## src/rtl/codec_cfg_sequencer.sv

```systemverilog
// Purpose: boots an audio codec over a single I2C write engine, then shares that engine with host register writes.
// Latency: first GO rises PWRUP_CYCLES+2 clk after start; one word per GO/END handshake, GAP_CYCLES idle between words.
// Backpressure: host wr_req is held pending until the first DONE cycle; wr_gnt is a one-cycle grant pulse.
//
// Ports:
//   clk, reset (async, active-low)   system clock and reset
//   start                            begins boot configuration (honoured in IDLE or ERROR only)
//   I2C_CLOCK                        clk divided by 2*CLK_DIV, 50% duty
//   i2c_DATA, GO, END, ack           word / request / status / acknowledge to the I2C engine
//   wr_req, wr_data, wr_gnt          host runtime write request, word and grant
//   busy, cfg_done, cfg_error        status (cfg_error is sticky until reset or start)

module codec_cfg_sequencer #(
    parameter int unsigned CLK_DIV        = 100,
    parameter int unsigned PWRUP_CYCLES   = 1000,
    parameter int unsigned GAP_CYCLES     = 64,
    parameter int unsigned MAX_RETRY      = 3,
    parameter int unsigned TIMEOUT_CYCLES = 65535
) (
    input  logic        clk,
    input  logic        reset,
    input  logic        start,
    output logic        I2C_CLOCK,
    output logic [15:0] i2c_DATA,
    output logic        GO,
    input  logic        END,
    input  logic        ack,
    input  logic        wr_req,
    input  logic [15:0] wr_data,
    output logic        wr_gnt,
    output logic        busy,
    output logic        cfg_done,
    output logic        cfg_error
);

    localparam int unsigned CNT_MAX_A = (PWRUP_CYCLES > GAP_CYCLES) ? PWRUP_CYCLES : GAP_CYCLES;
    localparam int unsigned CNT_MAX   = (CNT_MAX_A > TIMEOUT_CYCLES) ? CNT_MAX_A : TIMEOUT_CYCLES;
    localparam int unsigned CNT_W     = $clog2(CNT_MAX + 1);
    localparam int unsigned DIV_W     = $clog2(CLK_DIV);
    localparam int unsigned RETRY_W   = $clog2(MAX_RETRY + 2);
    localparam logic [3:0]  LAST_IDX  = 4'd10;

    typedef enum logic [3:0] {
        S_IDLE, S_PWRUP, S_LOAD, S_SEND, S_BUSYW, S_CHECK, S_GAP, S_DONE, S_ERROR
    } state_t;

    state_t               state_q, state_nxt;
    logic [CNT_W-1:0]     cnt;
    logic [DIV_W-1:0]     div_cnt;
    logic [RETRY_W-1:0]   retry_cnt;
    logic [3:0]           index;
    logic [15:0]          host_word;
    logic                 src_host;
    logic                 retry_pend;
    logic                 ack_q;
    logic                 start_ok;
    logic                 hit_pwrup, hit_gap, hit_to, retry_ok, host_take;

    function automatic logic [15:0] boot_word(input logic [3:0] idx);
        case (idx)
            4'd0:    boot_word = 16'h1E00;  // codec reset
            4'd1:    boot_word = 16'h0017;
            4'd2:    boot_word = 16'h0217;
            4'd3:    boot_word = 16'h0479;
            4'd4:    boot_word = 16'h0679;
            4'd5:    boot_word = 16'h0812;
            4'd6:    boot_word = 16'h0A00;
            4'd7:    boot_word = 16'h0C00;
            4'd8:    boot_word = 16'h0E42;
            4'd9:    boot_word = 16'h1000;
            4'd10:   boot_word = 16'h1201;  // activate
            default: boot_word = 16'h0000;
        endcase
    endfunction

    assign start_ok  = start && (state_q == S_IDLE || state_q == S_ERROR);
    assign hit_pwrup = (cnt == CNT_W'(PWRUP_CYCLES - 1));
    assign hit_gap   = (cnt == CNT_W'(GAP_CYCLES - 1));
    assign hit_to    = (cnt == CNT_W'(TIMEOUT_CYCLES - 1));
    assign retry_ok  = (retry_cnt < RETRY_W'(MAX_RETRY));
    assign host_take = (state_q == S_DONE) && wr_req;

    // I2C_CLOCK divider, free-running from reset release.
    always_ff @(posedge clk or negedge reset) begin
        if (!reset) begin
            div_cnt   <= '0;
            I2C_CLOCK <= 1'b0;
        end else if (div_cnt == DIV_W'(CLK_DIV - 1)) begin
            div_cnt   <= '0;
            I2C_CLOCK <= ~I2C_CLOCK;
        end else begin
            div_cnt   <= div_cnt + DIV_W'(1);
        end
    end

    // State register.
    always_ff @(posedge clk or negedge reset) begin
        if (!reset) state_q <= S_IDLE;
        else        state_q <= state_nxt;
    end

    // Next-state logic.
    always_comb begin
        state_nxt = state_q;
        case (state_q)
            S_IDLE:  if (start_ok) state_nxt = S_PWRUP;
            S_PWRUP: if (hit_pwrup) state_nxt = S_LOAD;
            S_LOAD:  state_nxt = S_SEND;
            S_SEND: begin
                if (hit_to)    state_nxt = S_CHECK;
                else if (!END) state_nxt = S_BUSYW;
            end
            // END wins over a simultaneous timeout: the transfer did finish.
            S_BUSYW: if (END || hit_to) state_nxt = S_CHECK;
            S_CHECK: begin
                if (ack_q) begin
                    if (src_host || index == LAST_IDX) state_nxt = S_DONE;
                    else                               state_nxt = S_GAP;
                end else if (retry_ok) begin
                    state_nxt = S_GAP;
                end else begin
                    state_nxt = src_host ? S_DONE : S_ERROR;
                end
            end
            S_GAP:   if (hit_gap) state_nxt = retry_pend ? S_SEND : S_LOAD;
            S_DONE:  if (wr_req) state_nxt = S_LOAD;
            S_ERROR: if (start_ok) state_nxt = S_PWRUP;
            default: state_nxt = S_IDLE;
        endcase
    end

    // Moore outputs; GO drops asynchronously with reset because it decodes the state register.
    always_comb begin
        GO       = (state_q == S_SEND) || (state_q == S_BUSYW);
        cfg_done = (state_q == S_DONE);
        busy     = !((state_q == S_IDLE) || (state_q == S_DONE) || (state_q == S_ERROR));
    end

    // Datapath: counters, word register, retry bookkeeping, host latch.
    always_ff @(posedge clk or negedge reset) begin
        if (!reset) begin
            cnt        <= '0;
            retry_cnt  <= '0;
            index      <= '0;
            host_word  <= '0;
            src_host   <= 1'b0;
            retry_pend <= 1'b0;
            ack_q      <= 1'b0;
            i2c_DATA   <= '0;
            wr_gnt     <= 1'b0;
            cfg_error  <= 1'b0;
        end else begin
            // One shared counter; it restarts on every state entry except SEND->BUSYW,
            // so the timeout spans the whole attempt.
            if (state_nxt != state_q && !(state_q == S_SEND && state_nxt == S_BUSYW))
                cnt <= '0;
            else if (state_q == S_PWRUP || state_q == S_GAP || state_q == S_SEND || state_q == S_BUSYW)
                cnt <= cnt + CNT_W'(1);
            else
                cnt <= '0;

            if (state_q == S_BUSYW && END)
                ack_q <= ack;
            else if ((state_q == S_SEND || state_q == S_BUSYW) && hit_to)
                ack_q <= 1'b0;

            if (start_ok) begin
                index     <= '0;
                src_host  <= 1'b0;
                cfg_error <= 1'b0;
            end

            if (state_q == S_LOAD) begin
                i2c_DATA  <= src_host ? host_word : boot_word(index);
                retry_cnt <= '0;
            end

            if (state_q == S_CHECK) begin
                retry_pend <= !ack_q;
                if (ack_q) begin
                    if (!src_host) index <= index + 4'd1;
                end else if (retry_ok) begin
                    retry_cnt <= retry_cnt + RETRY_W'(1);
                end else begin
                    cfg_error <= 1'b1;
                end
            end

            // Grant is registered: it pulses in the cycle after the first DONE cycle.
            wr_gnt <= host_take;
            if (host_take) begin
                host_word <= wr_data;
                src_host  <= 1'b1;
            end
        end
    end

endmodule

```

## config.mk

```make
export PLATFORM = sky130hd
export DESIGN_NAME = codec_cfg_sequencer
export DESIGN_NICKNAME = d
export VERILOG_FILES = /design/src/rtl/codec_cfg_sequencer.sv
export SDC_FILE = /design/constraint.sdc
export NUM_CORES = 1
export LEC_CHECK = 0
export ABC_CLOCK_PERIOD_IN_PS = 2300
export CAP_MARGIN = 10
export CORE_UTILIZATION = 33
export CTS_CLUSTER_DIAMETER = 200
export DETAILED_ROUTE_END_ITERATION = 7
export GPL_TIMING_DRIVEN = 0
export HOLD_SLACK_MARGIN = 0.02
export SLEW_MARGIN = 20
export SYNTH_ARGS = -nofsm -noshare
export SYNTH_HDL_FRONTEND = slang
export SYNTH_SLANG_ARGS = --single-unit
```

## constraint.sdc

```tcl
create_clock -name clk -period 2.3 [get_ports clk]
set_input_delay 0.46 -clock clk [delete_from_list [all_inputs] [get_ports clk]]
set_output_delay 0.46 -clock clk [all_outputs]
set_load 0.01 [all_outputs]
```

==> flow_summary.yaml <==
clock_tree:
  htree_levels: 3
  cts_buffer_depth: 2
  cts_tree: "done"
  cts_buffers: 9
  root_buffer: "clkbuf_8"
  cts_sinks: 72
  clk_pin_slew_ns: 0.08
  clk_latency_ns: 0.35
outcome:
  status: "finished clean"
placement:
  dpl_cell_area_sq_um: 4350
  portBuffers: 43
  gp_congestion: 0.822
  dp_hpwl_microns: 5890
worst_setup_path:
  reg2reg_depth: 8
  path_class: "flip-flop to flip-flop"
  required_ns: 2.58
  cp.arrival_ns: 2.57
  worstReg2RegStart: "index[1]"
  cp-end-kind: "flip-flop"
  worstSetupStartpointType: "flip-flop"
  r2r_end: "cnt[4]"
  slowest_delay_ns: 0.43
  path_common_cell: "or3_4"
  crit_path_top_delay_cell: "or3_4"
  worst-path-max-fanout: 6
  cp_cell_sequence: "ha_4 -> and3b_1 -> o21bai_1 -> o211ai_1 -> or3_4 -> or3_4 -> buf_4 -> a21oi_1"
  reg2reg_slack_ns: 0.01
detailed_routing:
  routed_via_density: 5.07
  drc_errors: 0
  vias: 2955
  ant_nets: 0
  first_pass_iters: 4
  wirelength_microns: 8700
  wl_per_cell_microns: 14.9
  drt_iter0_drc: 152
synthesis:
  synth_area_sq_um: 3720
  ys_seq_elements: 72
  synth.distinct_cells: 62
  synth_ff_type: "dfrtp_1"
  async_flop_share_pct: 100
  yosysSeqAreaShare_pct: 48.4
  syn-num-nets: 387
  synth_area_per_cell_sq_um: 10.4
  synth.yosys.warnings: 0
  synth_top_area_share_pct: 48.4
  synth-edff-count: 0
  synthCells: 357
  yosysTopAreaCell: "dfrtp_1"
  synth_area_leaders: "dfrtp_1 48%, mux2_2 5.4%, nand2_1 4.5%, o21ai_0 3.4%, ha_1 2.7%"
cells_and_area:
  area_growth_syn_to_layout_pct: 32.8
  fillers: 1059
  drive_above_1_share_pct: 25.3
  diodes: 0
  nets: 468
  fin_area_sq_um: 4940
  utilization_pct: 45.4
global_routing:
  grt_pass1_wl_microns: 14000
  grt_remaining_overflow: 0
  grt_pass1_vias: 2893
  grt.total_usage_pct: 15.5
  grt_max_degree: 54
  antenna_found_initial: 0
sta:
  fmax_mhz: 437
  slew_violations: 0
  rsz0062_at_grt: "yes"
  worstMarginPinSlew_ns: 0.602
  period_minus_slack_ns: 2.29
  post-route-period-util_pct: 99.6
  worst_clock_skew_ns: 0.00677
  setup_viol: 0
  final-hold-violation-count: 0
  slew_headroom_pct: 59.8
floorplanning:
  chipHeight_microns: 108
  io_pins: 44
  rows: 38
  core_sq_um: 10900
  initial_core_util_pct: 34.2
  fp.dieW_microns: 108
  die_area_sq_um: 11700
power:
  power_mw: 2.37
  vdd_ir_drop_max_v: 0.000288
  power_density_nw_per_um2: 479
  leakage_nw: 2.08
flow_run:
  max_cap_viol_count: 0
worst_hold_path:
  min_to: "I2C_CLOCK"
  min_path_type: "flip-flop to flip-flop"
  hold_path.startpoint: "I2C_CLOCK"
  holdPathStages: 1
state kept, by name (all words and copies together), names as in the netlist:
name and cells:
cnt 16, host_word 16, i2c_DATA 16, div_cnt 7, index 4, state_q 4
retry_cnt 3, I2C_CLOCK 1, ack_q 1, cfg_error 1, retry_pend 1, src_host 1
wr_gnt 1
worst max-delay path, delay by kind of cell, from the launching register on:
family                     cells  cell delay (ns)
AOI/OAI and AO/OA              3             0.42
and+or+nand+nor                3             1.03
DFF                            1             0.42
adders and majority gates      1             0.17
buffers and inverters          1             0.16
metrics by stage:
step           setup WS [ns]  hold WS (ns)  instances  setup TNS, ns
2_1_floorplan         0.0216         0.164        357              0
3_3_place_gp           -1.71         0.450        540        -131.88
3_5_place_dp          -0.607         0.372        541          -9.71
4_1_cts             -0.00876         0.482        574        -0.0203
5_1_grt               -0.106         0.493        583          -1.31
6_report             0.00964         0.476        583              0
cell usage after synthesis, drive strengths merged (8+ instances only):
cell	instances
clkbuf	11
o21ai	25
buf	9
a21oi	28
xor2	10
nor2	20
xnor2	10
mux2i	8
ha	8
dfrtp	72
mux2	18
nand2	45
nand3	10
worst max path at each step:
stage | end | from | cells after the start
floorplan | cnt[10] | cnt[0] | 9
global placement | cnt[10] | reset | 1
detailed placement | cnt[7] | start | 8
CTS | cnt[7] | cnt[0] | 8
global route | cnt[9] | index[0] | 9
finish | cnt[4] | index[1] | 8
routing by layer:
metal	vias up	track usage [%]	share of wire, %
li1	1449	-	-
met1	1440	19.6	45
met2	53	25.8	50
met3	13	3.38	3.3
met4	0	5.87	1.7
met5	-	0	0
what timing repair did:
item,4_1_cts,5_1_grt
hold buffers,1,0
gates cloned,2,0
hold endpoints to repair,19,0
resized for setup,30,16
buffers inserted,16,9
endpoints found under the setup margin,20,25
pin swaps,9,6
cells in the final DEF, fill, tap and decap left out, types with 4 or more instances in the layout:
master           synthesis  routed
nor2_1                  20      19
mux2i_1                  8       8
buf_6                    2       8
mux2_2                  18      18
clkdlybuf4s50_1          0      38
a21oi_2                  9      11
inv_1                    5       4
nand3_1                 10      10
dfrtp_2                  0       4
o21ai_0                 25      24
nand4_1                  4       4
nand2_1                 45      45
a21oi_1                 18      16
xor2_1                  10      10
xnor2_1                 10      10
buf_4                    1      23
nor3b_1                  4       4
dfrtp_1                 72      68
nand2b_1                 5       4
clkbuf_1                11       8
clkbuf_8                 0      10
nor3_1                   5       4
nor2b_1                  4       4
ha_1                     8       6
power breakdown:
part           total [mW]  switching (mW)  internal, mW  leakage, nW
clock network        1.03           0.499         0.532       0.0949
logic              0.0725          0.0350        0.0375         1.04
registers            1.26               0          1.26        0.947
cell families after synthesis:
| family | Yosys count | share of synthesized area [%] |
|---|---|---|
| fa+ha+maj | 8 | 2.69 |
| compound gates | 79 | 14.1 |
| flops | 72 | 48.4 |
| simple gates | 127 | 18.8 |
| buf+inv | 25 | 3.60 |
| xor+xnor | 20 | 4.71 |
| mux | 26 | 7.60 |
cell type report:
class	instances	area [sq um]	share of cell area, %
multi-input combinational	260	1900	38.4
sequential	72	1810	36.6
timing repair buffer	72	718	14.5
tap	140	175	3.55
clock buffer	10	138	2.79
buffer	18	118	2.38
clock inverter	6	66.3	1.34
inverter	5	18.8	0.380
No activity file was read; power rests on OpenSTA's default activity.
